`src/rtl/loop_sequencer.sv`:
```
// Zero-overhead loop sequencer: an LCG instruction arms a hardware loop, the next
// issued instruction becomes the body, and the body is re-issued from the held IR.
module loop_sequencer (
  input  logic        clk,
  input  logic        rst_n,
  input  logic [15:0] instr_in,
  input  logic        instr_valid,
  input  logic        ex_ready,
  input  logic        cond_exit,
  output logic        issue_sel,
  output logic        fetch_stall,
  output logic        loop_active,
  output logic [8:0]  iter_left,
  output logic        loop_done
);

  localparam logic [6:0] LCG_OP = 7'b0000100;

  typedef enum logic [1:0] {
    IDLE = 2'b00,
    ARM  = 2'b01,
    LOOP = 2'b10
  } state_t;

  typedef struct packed {
    logic [8:0] cnt;
    logic [6:0] op;
  } instr_t;

  instr_t     ir;
  logic       is_lcg;
  state_t     state, state_nxt;
  logic [8:0] iter_nxt;
  logic       done_nxt;

  assign ir     = instr_t'(instr_in);
  assign is_lcg = instr_valid && (ir.op == LCG_OP);

  always_ff @(posedge clk or negedge rst_n) begin
    if (!rst_n) begin
      state     <= IDLE;
      iter_left <= '0;
      loop_done <= 1'b0;
    end else begin
      state     <= state_nxt;
      iter_left <= iter_nxt;
      loop_done <= done_nxt;
    end
  end

  always_comb begin
    state_nxt = state;
    iter_nxt  = iter_left;
    done_nxt  = 1'b0;
    case (state)
      IDLE: begin
        // a zero-count LCG behaves as a NOP that still reports completion
        if (is_lcg) begin
          if (ir.cnt != 9'd0) begin
            state_nxt = ARM;
            iter_nxt  = ir.cnt;
          end else begin
            done_nxt = 1'b1;
          end
        end
      end
      ARM: begin
        if (cond_exit) begin
          state_nxt = IDLE;
          iter_nxt  = '0;
          done_nxt  = 1'b1;
        end else if (is_lcg) begin
          if (ir.cnt != 9'd0) begin
            iter_nxt = ir.cnt;
          end else begin
            state_nxt = IDLE;
            iter_nxt  = '0;
            done_nxt  = 1'b1;
          end
        end else if (instr_valid && ex_ready) begin
          // body capture issues iteration 1 straight from fetch
          if (iter_left <= 9'd1) begin
            state_nxt = IDLE;
            iter_nxt  = '0;
            done_nxt  = 1'b1;
          end else begin
            state_nxt = LOOP;
            iter_nxt  = iter_left - 9'd1;
          end
        end
      end
      LOOP: begin
        if (cond_exit) begin
          state_nxt = IDLE;
          iter_nxt  = '0;
          done_nxt  = 1'b1;
        end else if (ex_ready) begin
          if (iter_left <= 9'd1) begin
            state_nxt = IDLE;
            iter_nxt  = '0;
            done_nxt  = 1'b1;
          end else begin
            iter_nxt = iter_left - 9'd1;
          end
        end
      end
      default: begin
        state_nxt = IDLE;
        iter_nxt  = '0;
      end
    endcase
  end

  assign issue_sel   = (state == LOOP) && !cond_exit;
  assign fetch_stall = (state == LOOP);
  assign loop_active = (state == ARM) || (state == LOOP);

endmodule

```
`config.mk`:
```
export PLATFORM = sky130hd
export DESIGN_NAME = loop_sequencer
export DESIGN_NICKNAME = d
export VERILOG_FILES = /design/src/rtl/loop_sequencer.sv
export SDC_FILE = /design/constraint.sdc
export NUM_CORES = 1
export LEC_CHECK = 0
export CAP_MARGIN = 40
export CORE_MARGIN = 4
export CORE_UTILIZATION = 25
export CTS_CLUSTER_SIZE = 16
export DETAILED_ROUTE_END_ITERATION = 12
export DONT_BUFFER_PORTS = 1
export HOLD_SLACK_MARGIN = 0.05
export PLACE_DENSITY = 0.48
export SETUP_SLACK_MARGIN = 0.02
export SLEW_MARGIN = 20
export SYNTH_ARGS = -nofsm -noshare
export SYNTH_HDL_FRONTEND = slang
export SYNTH_SLANG_ARGS = --single-unit
export TNS_END_PERCENT = 30
```
`constraint.sdc`:
```
create_clock -name clk -period 2.6 [get_ports clk]
set_input_delay 0.78 -clock clk [delete_from_list [all_inputs] [get_ports clk]]
set_output_delay 0.78 -clock clk [all_outputs]
set_load 0.05 [all_outputs]
```
==> summary by stage, run 1 <==
Drt
Wire segments on met2 add up to 1666 µm in the final route. The post-route DRC violation count is 0. Dividing the detail-routed via count by the number of cells gives approximately 5.5.

Wire segments on met3 add up to approximately 120 µm in the final route. The detailed router put a total of between 1000 and 1500 µm of wire on met1. The number of vias in the routed layout is roughly 970.

The post-detailed-route wirelength per cell is 17.39 µm. For this block, the initial DRC count from the detailed router was 53. The highest metal layer used by the detailed router is met4. The detail route stage leaves a number of antenna-violating nets equal to 0. The first detailed-routing pass ran for 4 iterations. For this block, the routed nets add up to a little over 3000 µm of wire.

Global routing
Across every metal layer, demand over resource in global routing totals 0.1163. The initial antenna violation count is 0. The first global-routing pass estimated approximately 5000 µm of wire. The maximum number of pins on one net before global-route repair is 13. The number of global-route vias before repair is approximately 1000.

After global routing the overflow that remains totals 0.

Timing
The transition time of the tightest slew-check pin is about 630 ps. The achievable frequency is 448.3 MHz. Counting I/O delays and the setup requirement, the final critical path takes between 2000 and 2500 ps. Setup repair after global routing left no endpoint under its margin. The count of endpoints failing setup in the final report is 0. For the final routed database, the setup TNS stands at 0 ps.

The worst hold-check slack is ~230 ps. For the final database, setup skew stands at around 1.1 ps. Dividing the final minimum period by the clock period gives 0.8579. The final count of pins violating max slew is 0.

The number of hold violations in the final report came to 0. In this run the tightest slew margin relative to its limit is 0.5771.

Synthesis
The average instance in the mapped netlist occupies 9.470 µm². After synthesis the cells add up to 1099 µm². The sequential cell area fraction in the yosys report is 0.2733. The yosys synthesis warning count is 0. The flip-flop and latch count after synthesis is 12. When the netlist entered floorplanning its net count stood at 143. The distinct cell type count of the synthesized netlist is 38. The synthesized instance count is 116.

Floorplanning
The horizontal die dimension is about 74 µm. The core region is a little over 4000 µm². The floorplan has 23 rows. The number of top-level pins is 34. The die is roughly 74 µm tall. For this configuration, the core starts out at a cell density of 0.2670. The die covers ~5500 µm².

Placed design
Detailed placement finished with a half-perimeter wire length of between 2000 and 2500 µm. Routability-driven placement finished with a final weighted congestion of 0.7858. The total cell area at the placement stage is ~1200 µm². In this run the tool buffered the top-level ports with 0 buffer cells.

Power and ir drop
In this run the power density over the cells is 1458 nW/µm². The net switching component of the power is ~990 µW. The share of total power dissipated in combinational logic is 0.707.

The internal power is around 820 µW. Of the total power, the clock network draws 0.098. In this run the static leakage power is around 0.49 nW. Of the total power, registers draw 0.195. The worst vdd rail ir drop is 0.2414 mV. The switching part of the total is 0.5458.

The post-route total power is about 1.8 mW.

Clock network
The number of sinks handled by clock tree synthesis is 12. Post-CTS timing repair inserted 0 buffers for setup. The clock passes through at most 2 buffers. At the later pin of the worst-skew pair, clock insertion delay measures about 240 ps.

In this run, CTS created clock tree buffers numbering 3. The maximum level of the CTS H-tree is 1. The cell sitting at the root of the clock tree is a sky130_fd_sc_hd__clkbuf_8. Clock-pin slew was measured on the worst setup and hold paths at around 60 ps. The number of gates given a new drive strength after cts is 0.

The TritonCTS clock tree is yes. For this design, the CTS-stage hold fixing added 0 buffers.

Worst hold path
The path class of the tightest hold or removal check is in2async.

Critical path
STA classifies the critical path startpoint as a register. The data required time of the critical path is approximately 2700 ps. The library cell contributing the largest single delay on the critical path is sky130_fd_sc_hd__or3_1. At the worst endpoint, the arrival time is roughly 2300 ps.

The endpoint class of the critical path is a register. The category of the critical setup timing path is reg2reg. The maximum net fanout on the critical path is 8. The biggest cell delay along the critical path is 420 ps. Traced cell by cell, the critical path runs through inv_1 > ha_1 > or2b_2 > a211oi_1 > a2bb2oi_2 > or3_1 > o221ai_2.

Final layout
In the final layout, the share of cells above drive strength 1 is 0.2698. Compared with the post-synthesis result, the final layout area differs by 12.87%. The number of nets in the finished design is about 160.

The antenna cell count is 0. The finished cells cover 1240 µm².

Run status
The run finished with clean final reports.

Run
The count of max-cap constraint violations is 0.
-- registers in the layout, summed over array words and instances (netlist names) --
| signal | cells |
|---|---|
| loop_done | 1 |
| iter_left | 9 |
| state | 2 |
-- final cells by class --
class,count,area [µm²]
clock buffer,3,41.29
timing repair buffer,12,90.09
fill,428,2875
inverter,8,30.03
tap,50,62.56
multi-input combinational,91,715.7
sequential,12,300.3
-- power groups by stage --
stage	Combinational [mW]	Sequential, mW	Clock [mW]
4_1_cts	1.28	0.353	0.178
3_5_place_dp	1.28	0.355	0
3_3_place_gp	1.27	0.353	0
6_report	1.28	0.353	0.177
5_1_grt	1.38	0.367	0.192
2_1_floorplan	0.860	0.531	0
-- worst paths after layout --
kind / startpoint / end / slack [ps] / depth (start not counted)
setup reg to reg: state[1] / iter_left[6] / 370 / 7
setup / recovery: state[1] / iter_left[6] / 370 / 7
max in group asynchronous: rst_n / iter_left[3] / 2300 / 0
hold / removal: rst_n / state[0] / 230 / 0
min in group clk: state[1] / state[1] / 580 / 1
hold reg to reg: state[1] / state[1] / 580 / 1
-- worst max-delay path, delay by kind of cell, from the launching register on --
family	cells	cell delay, ps
DFF	1	410
and+or+nand+nor	2	740
buffers and inverters	1	90
adders and majority gates	1	150
AOI/OAI and AO/OA	3	720
-- layout by cell type (no fill, tap or decap), types with 6 or more instances in the layout --
cell                       Yosys  final
sky130_fd_sc_hd__nor2_1        7      7
sky130_fd_sc_hd__dfrtp_1      12     12
sky130_fd_sc_hd__a22oi_1       6      6
sky130_fd_sc_hd__nand2_1       7      7
sky130_fd_sc_hd__o21ai_0      13     13
sky130_fd_sc_hd__buf_4         1     12
sky130_fd_sc_hd__inv_1         8      8
sky130_fd_sc_hd__ha_1          6      6
sky130_fd_sc_hd__nor3_1        7      7
sky130_fd_sc_hd__o221ai_2      7      7
-- cell families (layout without fill, tap and decap cells) --
family          after synthesis  in the layout  share of synthesized area
fa+ha+maj                     6              6                    0.06834
buf+inv                      13             23                    0.07517
mux                           1              1                    0.01025
compound gates               47             47                     0.3554
simple gates                 37             37                     0.2176
flops                        12             12                     0.2734
-- synth_stat cells --
cell	number	share of area
sky130_fd_sc_hd__a2bb2oi_2	1	0.014
sky130_fd_sc_hd__nor4_1	2	0.011
sky130_fd_sc_hd__buf_4	1	0.0068
sky130_fd_sc_hd__and3_2	1	0.0068
sky130_fd_sc_hd__and2_1	1	0.0057
sky130_fd_sc_hd__or2_1	1	0.0057
sky130_fd_sc_hd__a31o_2	1	0.0080
sky130_fd_sc_hd__and2b_4	1	0.0091
sky130_fd_sc_hd__o221ai_2	7	0.096
sky130_fd_sc_hd__mux2_2	1	0.010
sky130_fd_sc_hd__or3_1	1	0.0057
sky130_fd_sc_hd__a211oi_1	4	0.027
sky130_fd_sc_hd__dfrtp_1	12	0.27
sky130_fd_sc_hd__dlygate4sd1_1	1	0.0080
sky130_fd_sc_hd__inv_1	8	0.027
sky130_fd_sc_hd__a22oi_1	6	0.041
sky130_fd_sc_hd__a21oi_1	2	0.0091
sky130_fd_sc_hd__nand3_1	1	0.0046
sky130_fd_sc_hd__o21a_1	1	0.0068
sky130_fd_sc_hd__nor3_1	7	0.032
sky130_fd_sc_hd__ha_1	6	0.068
sky130_fd_sc_hd__clkbuf_8	1	0.013
sky130_fd_sc_hd__o2bb2ai_1	2	0.016
sky130_fd_sc_hd__o32a_1	1	0.0091
sky130_fd_sc_hd__o2111ai_1	1	0.0080
sky130_fd_sc_hd__o31ai_1	2	0.014
sky130_fd_sc_hd__a32oi_1	3	0.024
sky130_fd_sc_hd__nor2b_1	1	0.0057
sky130_fd_sc_hd__a22o_1	2	0.016
sky130_fd_sc_hd__nand2_1	7	0.024
sky130_fd_sc_hd__nor4b_4	2	0.043
sky130_fd_sc_hd__or2b_2	3	0.024
sky130_fd_sc_hd__and3_1	1	0.0057
sky130_fd_sc_hd__nor2_1	7	0.024
sky130_fd_sc_hd__a21o_2	1	0.0080
sky130_fd_sc_hd__o21ai_0	13	0.059
sky130_fd_sc_hd__buf_6	2	0.020
sky130_fd_sc_hd__or2b_4	1	0.010
-- per-layer routing --
metal / vias to the layer above / global-route usage
li1: 471 / -
met1: 476 / 0.1325
met2: 16 / 0.2156
met3: 4 / 0.02432
met4: 0 / 0.03755
met5: - / 0
-- metrics by stage --
stage | utilization | worst slack [ps] | instances
2_1_floorplan | - | 421.9 | 116
3_3_place_gp | 0.2913 | 248.8 | 173
3_5_place_dp | 0.2913 | 217.1 | 173
4_1_cts | 0.3013 | 338.7 | 176
5_1_grt | 0.3013 | 186.6 | 176
6_report | 0.3013 | 369.4 | 176
(Power assumes the default switching activity.)
==> run 2: changes to the inputs <==
- PLACE_DENSITY: 0.48 -> unset
==> summary by stage, run 2 (synthesis gave the netlist of run 1 again) <==
Critical path
The startpoint type of the worst setup path is a register. The arrival time reported for the critical path endpoint is 2340 ps. The maximum net fanout on the critical path is 8. The endpoint class of the critical path is a register.

STA puts the critical path data required time at between 2000 and 3000 ps. The signal on the critical path passes through inv_1 > ha_1 > or2b_2 > a211oi_1 > a2bb2oi_2 > or3_1 > o221ai_2. The category of the critical setup timing path is reg2reg.

The slowest stage of the critical path is the sky130_fd_sc_hd__or3_1 cell. The largest single stage delay on the critical path is 430 ps.

Floorplanning
The horizontal die dimension is ~74 µm. The initial standard-cell utilization of the core is 0.2670. In this run the count of I/O pins placed on the die edge is 34. The die is 74.29 µm tall. The floorplan has 23 rows. In this run the standard cell core region covers just over 4000 µm². The die covers 5519 µm².

Worst hold path
The worst hold path belongs to the class in2async.

Timing
The count of endpoints failing setup in the final report is 0. The transition time of the tightest slew-check pin is a little under 700 ps. The worst setup skew after layout is approximately 0.94 ps. In the finished design, the share of the clock period the worst path needs comes to 0.8584.

The post-layout minimum cycle time is between 2000 and 2500 ps. The setup total negative slack is 0 ps. The normalized max-slew margin is 0.5354. The number of hold violations in the final report is 0. The achievable frequency is 448.1 MHz. The final count of pins violating max slew came to 0. Setup repair after global routing left no endpoint under its margin. Across all hold checks on the routed design, the worst slack comes to 225.1 ps.

Clock network
The TritonCTS buffer count is 3. The number of sinks handled by clock tree synthesis is 12. In this run the number of H-tree levels came out at 1.

The register clock-pin slew on the reported worst setup and hold paths is about 60 ps. For the worst-skew pair, the clock arrives at the later sink with an insertion delay of ~240 ps. In this run, post-CTS repair resized a total of 0 instances.

The hold buffer count at CTS is 0. The number of buffers inserted to repair setup after CTS is 0. In this run the deepest clock path goes through 2 buffers.

The clock tree root buffer cell is sky130_fd_sc_hd__clkbuf_8. TritonCTS built the clock tree.

Final layout
In the final layout, the registers with the most flip-flops are iter_left (9), state (2), loop_done (1). Relative to the synthesized area, the layout overhead comes to 12.76%. iter_left holds more flip-flops than any other register. The number of antenna diodes in the final layout is 0.

The proportion of layout cells with a drive suffix above 1 is 0.2640. The register with the most flip-flops in the layout has 9 of them. Leaving out fill and tap cells, the most frequent cell in the layout is sky130_fd_sc_hd__o21ai_0. Counting the fill cells in the layout gives between 400 and 500. Across the whole layout, storage elements account for about 300 µm². For this run, the share of the core covered by cells in the final layout is 0.3010. The footprint of the multi-input gates is approximately 720 µm². The final layout contains 153 nets. In the layout the commonest cells are sky130_fd_sc_hd__o21ai_0, sky130_fd_sc_hd__dfrtp_1, sky130_fd_sc_hd__buf_4.

Power and ir drop
The post-route total power is between 1.5 and 2 mW. Summed over all cells, the static leakage comes to slightly below 0.5 nW. Across the VDD grid, the largest voltage drop is 0.3032 mV.

In this run the power density over the cells is about 1500 nW/µm².

Drt
The post-route DRC violation count is 0. For this block, the routed nets add up to roughly 3100 µm of wire. Once detail routing completed, the nets flagged for antenna violations numbered 0. The first detailed-routing pass took 4 iterations. The DRC marker count from the first detailed-route iteration is 98. The ratio of routed vias to standard cells is between 5 and 6. The post-detailed-route wirelength per cell is 17.83 µm. The number of vias in the routed layout is 981.

Placed design
Detailed placement ended at an HPWL of approximately 2500 µm. The number of port buffers is 0. The routability congestion estimate is a little under 0.9.

Global routing
The remaining global-route overflow is 0. The first-pass GRT wire length is ~5000 µm. The initial antenna violation count came to 0.

Entering global routing, the biggest net connects 13 pins. The global routing usage summed across all routing layers is 0.1200. The number of global-route vias before repair is 989.

Run status
The flow ran to the end, and the final reports show no timing, DRC or antenna violations.

Run
Max-cap violations in this run came to 0.
==> run 2: final timing paths <==
kind / slack (ps) / end / startpoint / depth (start not counted)
worst max-delay path: 370 / iter_left[4] / state[1] / 7
worst min-delay path: 230 / loop_done / rst_n / 0
worst max register to register: 370 / iter_left[4] / state[1] / 7
worst min register to register: 570 / state[1] / state[1] / 1
max in group asynchronous: 2310 / iter_left[4] / rst_n / 0
min in group clk: 570 / state[1] / state[1] / 1
==> run 2: area by class of cell <==
type	instances	area share
clock buffer	4	0.04444
inverter	8	0.02424
multi-input combinational	91	0.5778
sequential	12	0.2424
tap	50	0.05050
timing repair buffer	10	0.06061
==> run 2: metrics by stage <==
stage          instances  area, µm²  setup slack (ps)
6_report             175       1239             368.1
5_1_grt              175       1239             251.5
4_1_cts              175       1239             380.8
3_5_place_dp         171       1184             235.6
3_3_place_gp         171       1184             284.6
2_1_floorplan        116       1099             421.9
==> run 2: where the power goes <==
group / switching, mW / internal, mW
clock: 0.0754 / 0.134
combinational: 0.796 / 0.441
sequential: 0.120 / 0.264
==> run 2: layer usage <==
layer,track usage,share of wire,vias up
met5,0,0,-
met4,0.04941,0.024,0
met3,0.04324,0.092,8
met2,0.1998,0.50,44
met1,0.1399,0.39,459
li1,-,-,470
==> run 2: critical path: cells and delay by family (launching register included) <==
family / cells / cell delay [ps]
flip-flops: 1 / 410
buffers and inverters: 1 / 90
AO/OA/AOI/OAI: 3 / 700
AND/OR/NAND/NOR: 2 / 750
adder cells (fa/ha/maj): 1 / 150
